### config.mk
export PLATFORM = sky130hd
export DESIGN_NAME = alu_station
export DESIGN_NICKNAME = d
export VERILOG_FILES = /design/src/rtl/alu_station_pkg.sv /design/src/rtl/alu_exec_unit.sv /design/src/rtl/alu_station.sv
export SDC_FILE = /design/constraint.sdc
export NUM_CORES = 1
export LEC_CHECK = 0
export BUFFER_PORTS_ARGS = -buffer_cell sky130_fd_sc_hd__buf_2
export CAP_MARGIN = 10
export CORE_MARGIN = 10
export CORE_UTILIZATION = 57
export CTS_CLUSTER_SIZE = 40
export DETAILED_ROUTE_END_ITERATION = 10
export PLACE_DENSITY = 0.75
export SYNTH_ARGS = -nofsm -noshare
export SYNTH_HDL_FRONTEND = slang
export SYNTH_SLANG_ARGS = --single-unit
export TNS_END_PERCENT = 10
### constraint.sdc
create_clock -name clk -period 16.8 [get_ports clk]
set_clock_uncertainty 0.05 [all_clocks]
set_input_delay 3.36 -clock clk [delete_from_list [all_inputs] [get_ports clk]]
set_output_delay 3.36 -clock clk [all_outputs]
set_load 0.005 [all_outputs]
### src/rtl/alu_station_pkg.sv
// Shared ALU definitions: op-code encoding and the "no lock" tag value.
// Used by the reservation station and by any execute unit that decodes the same ops.
package alu_defs;

  // Tag value meaning "operand already holds its value".
  localparam int NO_LOCK = 0;

  localparam logic [3:0] OP_ADD   = 4'd0;
  localparam logic [3:0] OP_SUB   = 4'd1;
  localparam logic [3:0] OP_AND   = 4'd2;
  localparam logic [3:0] OP_OR    = 4'd3;
  localparam logic [3:0] OP_XOR   = 4'd4;
  localparam logic [3:0] OP_SLL   = 4'd5;
  localparam logic [3:0] OP_SRL   = 4'd6;
  localparam logic [3:0] OP_SRA   = 4'd7;
  localparam logic [3:0] OP_SLT   = 4'd8;
  localparam logic [3:0] OP_SLTU  = 4'd9;
  localparam logic [3:0] OP_PASS2 = 4'd10;

  // Station entry field order: valid, op, tag1, tag2, data1, data2, dest.
  localparam int ENTRY_FIELDS = 7;

endpackage

### src/rtl/alu_exec_unit.sv
// Purely combinational integer ALU: (op, a, b) -> result.
// Shifts use the low log2(DATA_W) bits of b; undefined ops yield 0.
module alu_exec_unit
  import alu_defs::*;
#(
  parameter int DATA_W = 32,
  parameter int OP_W   = 4
) (
  input  logic [OP_W-1:0]   i_op,
  input  logic [DATA_W-1:0] i_a,
  input  logic [DATA_W-1:0] i_b,
  output logic [DATA_W-1:0] o_result
);

  localparam int SH_W = $clog2(DATA_W);

  logic [SH_W-1:0] w_shamt;
  assign w_shamt = i_b[SH_W-1:0];

  always_comb begin
    // NOTE: default assignment first so no path leaves o_result unassigned (no latch).
    o_result = '0;
    case (i_op)
      OP_W'(OP_ADD):   o_result = i_a + i_b;
      OP_W'(OP_SUB):   o_result = i_a - i_b;
      OP_W'(OP_AND):   o_result = i_a & i_b;
      OP_W'(OP_OR):    o_result = i_a | i_b;
      OP_W'(OP_XOR):   o_result = i_a ^ i_b;
      OP_W'(OP_SLL):   o_result = i_a << w_shamt;
      OP_W'(OP_SRL):   o_result = i_a >> w_shamt;
      OP_W'(OP_SRA):   o_result = $signed(i_a) >>> w_shamt;
      OP_W'(OP_SLT):   o_result = {{(DATA_W-1){1'b0}}, ($signed(i_a) < $signed(i_b))};
      OP_W'(OP_SLTU):  o_result = {{(DATA_W-1){1'b0}}, (i_a < i_b)};
      OP_W'(OP_PASS2): o_result = i_b;
      default:         o_result = '0;
    endcase
  end

endmodule

### src/rtl/alu_station.sv
// ALU reservation station: CDB wakeup, oldest-ready select via age matrix, one-deep result register.
// Optional ALU_STATION_PERF_EN adds saturating stall and dispatch counters.
module alu_station
  import alu_defs::*;
#(
  parameter int DEPTH  = 4,
  parameter int DATA_W = 32,
  parameter int TAG_W  = 5,
  parameter int OP_W   = 4
) (
  input  logic              clk,
  input  logic              rst,
  input  logic              flush,
  input  logic              issue_valid,
  output logic              issue_ready,
  input  logic [OP_W-1:0]   issue_op,
  input  logic [TAG_W-1:0]  issue_tag1,
  input  logic [TAG_W-1:0]  issue_tag2,
  input  logic [DATA_W-1:0] issue_data1,
  input  logic [DATA_W-1:0] issue_data2,
  input  logic [TAG_W-1:0]  issue_dest,
  input  logic              cdb_in_valid,
  input  logic [TAG_W-1:0]  cdb_in_tag,
  input  logic [DATA_W-1:0] cdb_in_data,
  output logic              out_valid,
  input  logic              out_ready,
  output logic [TAG_W-1:0]  out_tag,
  output logic [DATA_W-1:0] out_data
`ifdef ALU_STATION_PERF_EN
  ,
  output logic [31:0]       perf_stall_cnt,
  output logic [31:0]       perf_disp_cnt
`endif
);

  localparam int IDX_W = $clog2(DEPTH);
  localparam logic [TAG_W-1:0] L_NO_LOCK = TAG_W'(NO_LOCK);

  typedef struct packed {
    logic              valid;
    logic [OP_W-1:0]   op;
    logic [TAG_W-1:0]  tag1;
    logic [TAG_W-1:0]  tag2;
    logic [DATA_W-1:0] data1;
    logic [DATA_W-1:0] data2;
    logic [TAG_W-1:0]  dest;
  } entry_t;

  entry_t            r_ent [DEPTH];
  logic [DEPTH-1:0]  r_age [DEPTH];  // r_age[i][j]: entry i is older than entry j
  logic              r_out_valid;
  logic [TAG_W-1:0]  r_out_tag;
  logic [DATA_W-1:0] r_out_data;

  logic [DEPTH-1:0]  w_valid, w_ready, w_oldest;
  logic              w_full, w_issue_fire, w_disp;
  logic [IDX_W-1:0]  w_free_idx, w_sel_idx;
  entry_t            w_new_ent;
  logic [DATA_W-1:0] w_result;

  always_comb begin
    w_valid = '0;
    w_ready = '0;
    for (int i = 0; i < DEPTH; i++) begin
      w_valid[i] = r_ent[i].valid;
      w_ready[i] = r_ent[i].valid && r_ent[i].tag1 == L_NO_LOCK && r_ent[i].tag2 == L_NO_LOCK;
    end
  end

  assign w_full       = &w_valid;
  assign issue_ready  = !w_full;
  assign w_issue_fire = issue_valid && !w_full && !flush;
  assign w_disp       = (!r_out_valid || out_ready) && (|w_ready) && !flush;

  always_comb begin
    w_free_idx = '0;
    for (int i = DEPTH - 1; i >= 0; i--)
      if (!w_valid[i]) w_free_idx = IDX_W'(i);
  end

  // An entry wins when it is ready and older than every other ready entry.
  always_comb begin
    w_oldest = '0;
    for (int i = 0; i < DEPTH; i++) begin
      w_oldest[i] = w_ready[i];
      for (int j = 0; j < DEPTH; j++)
        if (j != i && w_ready[j] && !r_age[i][j]) w_oldest[i] = 1'b0;
    end
  end

  always_comb begin
    w_sel_idx = '0;
    for (int i = 0; i < DEPTH; i++)
      if (w_oldest[i]) w_sel_idx = IDX_W'(i);
  end

  // Issue-time bypass: an operand broadcast in the same cycle is captured directly.
  always_comb begin
    w_new_ent.valid = 1'b1;
    w_new_ent.op    = issue_op;
    w_new_ent.dest  = issue_dest;
    w_new_ent.tag1  = issue_tag1;
    w_new_ent.data1 = issue_data1;
    w_new_ent.tag2  = issue_tag2;
    w_new_ent.data2 = issue_data2;
    if (cdb_in_valid && issue_tag1 != L_NO_LOCK && issue_tag1 == cdb_in_tag) begin
      w_new_ent.tag1  = L_NO_LOCK;
      w_new_ent.data1 = cdb_in_data;
    end
    if (cdb_in_valid && issue_tag2 != L_NO_LOCK && issue_tag2 == cdb_in_tag) begin
      w_new_ent.tag2  = L_NO_LOCK;
      w_new_ent.data2 = cdb_in_data;
    end
  end

  alu_exec_unit #(.DATA_W(DATA_W), .OP_W(OP_W)) u_exec (
    .i_op     (r_ent[w_sel_idx].op),
    .i_a      (r_ent[w_sel_idx].data1),
    .i_b      (r_ent[w_sel_idx].data2),
    .o_result (w_result)
  );

  always_ff @(posedge clk) begin
    // NOTE: only the valid bits are reset; payload fields are don't-care while invalid.
    if (rst || flush) begin
      for (int i = 0; i < DEPTH; i++) r_ent[i].valid <= 1'b0;
    end else begin
      for (int i = 0; i < DEPTH; i++) begin
        if (r_ent[i].valid && cdb_in_valid) begin
          if (r_ent[i].tag1 != L_NO_LOCK && r_ent[i].tag1 == cdb_in_tag) begin
            r_ent[i].tag1  <= L_NO_LOCK;
            r_ent[i].data1 <= cdb_in_data;
          end
          if (r_ent[i].tag2 != L_NO_LOCK && r_ent[i].tag2 == cdb_in_tag) begin
            r_ent[i].tag2  <= L_NO_LOCK;
            r_ent[i].data2 <= cdb_in_data;
          end
        end
      end
      if (w_disp)       r_ent[w_sel_idx].valid <= 1'b0;
      if (w_issue_fire) r_ent[w_free_idx]      <= w_new_ent;
    end
  end

  // A new entry becomes younger than everything; stale bits of free rows are never consulted.
  always_ff @(posedge clk) begin
    if (w_issue_fire) begin
      for (int j = 0; j < DEPTH; j++) begin
        r_age[w_free_idx][j] <= 1'b0;
        if (j != int'(w_free_idx)) r_age[j][w_free_idx] <= 1'b1;
      end
    end
  end

  // NOTE: sequential state uses non-blocking assignments so all flops update together.
  always_ff @(posedge clk) begin
    if (rst) begin
      r_out_valid <= 1'b0;
      r_out_tag   <= '0;
      r_out_data  <= '0;
    end else if (flush) begin
      r_out_valid <= 1'b0;
    end else if (w_disp) begin
      r_out_valid <= 1'b1;
      r_out_tag   <= r_ent[w_sel_idx].dest;
      r_out_data  <= w_result;
    end else if (out_ready) begin
      r_out_valid <= 1'b0;
    end
  end

  assign out_valid = r_out_valid;
  assign out_tag   = r_out_tag;
  assign out_data  = r_out_data;

`ifdef ALU_STATION_PERF_EN
  logic [31:0] r_perf_stall, r_perf_disp;

  always_ff @(posedge clk) begin
    if (rst) begin
      r_perf_stall <= '0;
      r_perf_disp  <= '0;
    end else begin
      if (issue_valid && w_full && r_perf_stall != '1) r_perf_stall <= r_perf_stall + 32'd1;
      if (w_disp && r_perf_disp != '1)                 r_perf_disp  <= r_perf_disp + 32'd1;
    end
  end

  assign perf_stall_cnt = r_perf_stall;
  assign perf_disp_cnt  = r_perf_disp;
`endif

endmodule

==> results.toml <==
[sta]
layout_min_cycle_time_ns = 8.11
finalMaxSlewViolations = 0
setup_ws_ns = 8.69
fin_tns_setup_ns = 0
period_share = 0.483
slew_headroom = 0.166
fmax_mhz = 123
rsz0062_at_grt = "no"
finalSetupViolations = 0
worstMarginPinSlew_ns = 1.25
hold_violations = 0
holdWs_ns = 0.419

[logic_synthesis]
synthesis.area_um2 = 27400
yosys.area.top_type = "edfxtp_1"
yosys_warnings = 0
synth_seq_area_share = 0.401
synth_compound_area_frac = 0.183
yosysMostFrequentCell = "edfxtp_1"
syn_avg_cell_area_um2 = 10.0
muxShareOfSynthArea = 0.174
ys_ff_latch = 383
synthXorXnorAreaFrac = 0.0208
synthAdderAreaFrac = 0.0457
synth_top_family_by_area = "compound AO/OA/AOI/OAI gates"
synth_area_leaders = "edfxtp_1 36%, mux2_2 11%, mux2i_1 5.6%, ha_1 4.4%, dfxtp_1 3.7%"
synth_edf_count = 332
synth_commonest_cells = "332 x edfxtp_1, 279 x mux2_2, 228 x nor2_1"
ys.flop_type = "edfxtp_1"
synth_top_area_share = 0.364
yosys.cell_types.count = 105
synth_nets = 2967
synthArstFlopShare = 0
netlist_instances = 2742
synthSimpleGateAreaFrac = 0.128

[clocking]
htreeDepth = 2
clk_latency_ns = 0.58
cts.sinks = 383
cts_tree = "yes"
cts_buffers = 42
hold_buffers = 0
cts_setup_buffers = 0
cts_resized = 0
path_clk_slew_ns = 0.06
root_buffer = "clkbuf_16"
clk_path_buf_depth = 3

[global_route]
grt_use_total = 0.361
antenna_found_initial = 4
grt.overflow.total = 0
grt_pass1_vias = 23800
grt_pass1_wl_mm = 156
grt_start_max_net_pins = 57

[setup_path]
cp.arrival_ns = 8.53
worst_ep_required_time_ns = 17.22
startpoint_type = "flip-flop"
end_kind = "flip-flop"
critPathMaxFanout = 56
critPathKind = "reg2reg"
ff2ff_setup_slack_ns = 8.69

[place]
io_buffers = 164
dpl_worst_slack_ns = 8.91
dp_hpwl_mm = 74.4
gp_congestion = 1.08

[die]
fp.dieArea_um2 = 57300
fp.dieW_um = 239
pin_count = 165
die_y_um = 239
rows = 80
coreArea_um2 = 47600
start_util = 0.575

[detailed_routing]
routedWlPerCell_um = 30.9
antenna_left = 0
via_count = 25200
routed_wl_mm = 107
drt_pass1_iterations = 6
drt_iter0_markers = 3542
avgViaCountPerCell = 7.26
route.detailed.drc = 0

[layout]
layout.nets = 3047
fill_cells = 3896
final_util = 0.628
synthToLayoutAreaGrowth_pct = 9.19
drive_gt1_frac = 0.227

[worst_hold_path]
hold_path_class = "reg2reg"

[run]
cap_violations = 0

[power_and_ir_drop]
p_leak_nw = 11.1
ir_drop_mv = 0.0898
power.density_cell_area_nw_per_um2 = 73.5

[outcome]
outcome = "completed"
[layer usage]
metal / track usage / part of all wire / vias to the layer above
met4: 0.204 / 0.063 / 2
met5: 0 / 0.00012 / -
li1: - / - / 10600
met3: 0.0691 / 0.12 / 393
met1: 0.479 / 0.38 / 12200
met2: 0.547 / 0.44 / 2002
[cell usage in the layout (no fill, tap or decap), types with 12 or more instances in the layout]
cell / Yosys / routed
edfxtp_1: 332 / 332
mux2_2: 279 / 279
nor2_1: 228 / 228
a21oi_1: 168 / 168
nand2_1: 174 / 165
buf_2: 46 / 165
mux2i_1: 152 / 152
o21ai_0: 119 / 117
inv_1: 105 / 105
ha_1: 97 / 97
nor3_1: 93 / 92
nand3_1: 91 / 91
buf_4: 17 / 63
dfxtp_1: 51 / 51
clkbuf_16: 0 / 42
a311oi_1: 38 / 38
xnor2_1: 37 / 37
a22oi_1: 36 / 36
a211oi_1: 35 / 35
o22ai_1: 35 / 34
a21o_1: 31 / 29
a31oi_1: 29 / 29
xor2_1: 28 / 28
o211ai_1: 25 / 25
nand4_1: 24 / 24
o221ai_1: 19 / 19
a221oi_1: 19 / 19
nor4_1: 16 / 16
o21bai_1: 16 / 16
nand2b_1: 13 / 13
or3_1: 12 / 12
nor2b_1: 12 / 12
o31ai_1: 12 / 12
[worst max-delay path, cell delays in order, from the launching register on]
cell	delay, ns
edfxtp_1	0.40
or4_1	0.56
or3b_4	0.44
o32ai_4	0.23
or2_2	0.47
buf_4	0.71
a311oi_1	0.18
a21o_2	0.24
buf_4	0.35
inv_4	0.45
ha_1	0.30
nand2b_1	0.15
o311a_1	0.27
o311ai_0	0.24
a2bb2oi_1	0.25
o41ai_1	0.64
o41ai_1	0.12
buf_4	0.17
o311ai_0	0.70
o41a_1	0.24
a21oi_1	0.10
xnor2_1	0.25
nor2_1	0.08
o31a_1	0.32
[report_power, final]
| group | internal [mW] | switching [mW] | total [mW] |
|---|---|---|---|
| registers | 1.04 | 0.00549 | 1.05 |
| logic | 0.105 | 0.184 | 0.289 |
| clock network | 0.475 | 0.387 | 0.862 |
| total | 1.62 | 0.577 | 2.20 |
[final timing paths]
| path | startpoint | end | cells past startpoint |
|---|---|---|---|
| max | r_ent[3][75] | out_data[29] | 23 |
| max reg2reg | r_ent[3][75] | out_data[29] | 23 |
| min reg2reg | r_age[3][1] | r_age[3][1] | 2 |
| min | r_age[3][1] | r_age[3][1] | 2 |
[final cells by class]
type	instances	area [um^2]	area share
antenna	2	5.00	0.000167
clock buffer	52	1090	0.0364
clock inverter	18	140	0.00468
inverter	109	412	0.0138
multi-input combinational	2058	15200	0.509
sequential	383	11000	0.367
tap	615	769	0.0257
timing repair buffer	228	1300	0.0434
[logic make-up (layout without fill, tap and decap cells)]
logic type,count (synthesis),after routing
AND/OR/NAND/NOR,728,728
flip-flops,383,383
adder cells (fa/ha/maj),99,99
multiplexers,436,436
AO/OA/AOI/OAI,730,730
buffers and inverters,301,407
other,0,2
XOR/XNOR,65,65
[sequential cells by signal (all words and copies together), names as in the netlist]
name,cells
r_ent,336
out_valid,1
out_data,32
r_age,9
out_tag,5
[through the flow]
| stage | power [mW] | instance area [um^2] | std cells |
|---|---|---|---|
| after detailed placement | 1.34 | 28700 | 3392 |
| after CTS | 2.19 | 29900 | 3462 |
| final | 2.20 | 29900 | 3465 |
| after global routing | 2.25 | 29900 | 3465 |
| after floorplan | 1.24 | 27400 | 2742 |
| after global placement | 1.34 | 28700 | 3392 |
Note: power is estimated with default switching activity, not from simulation.
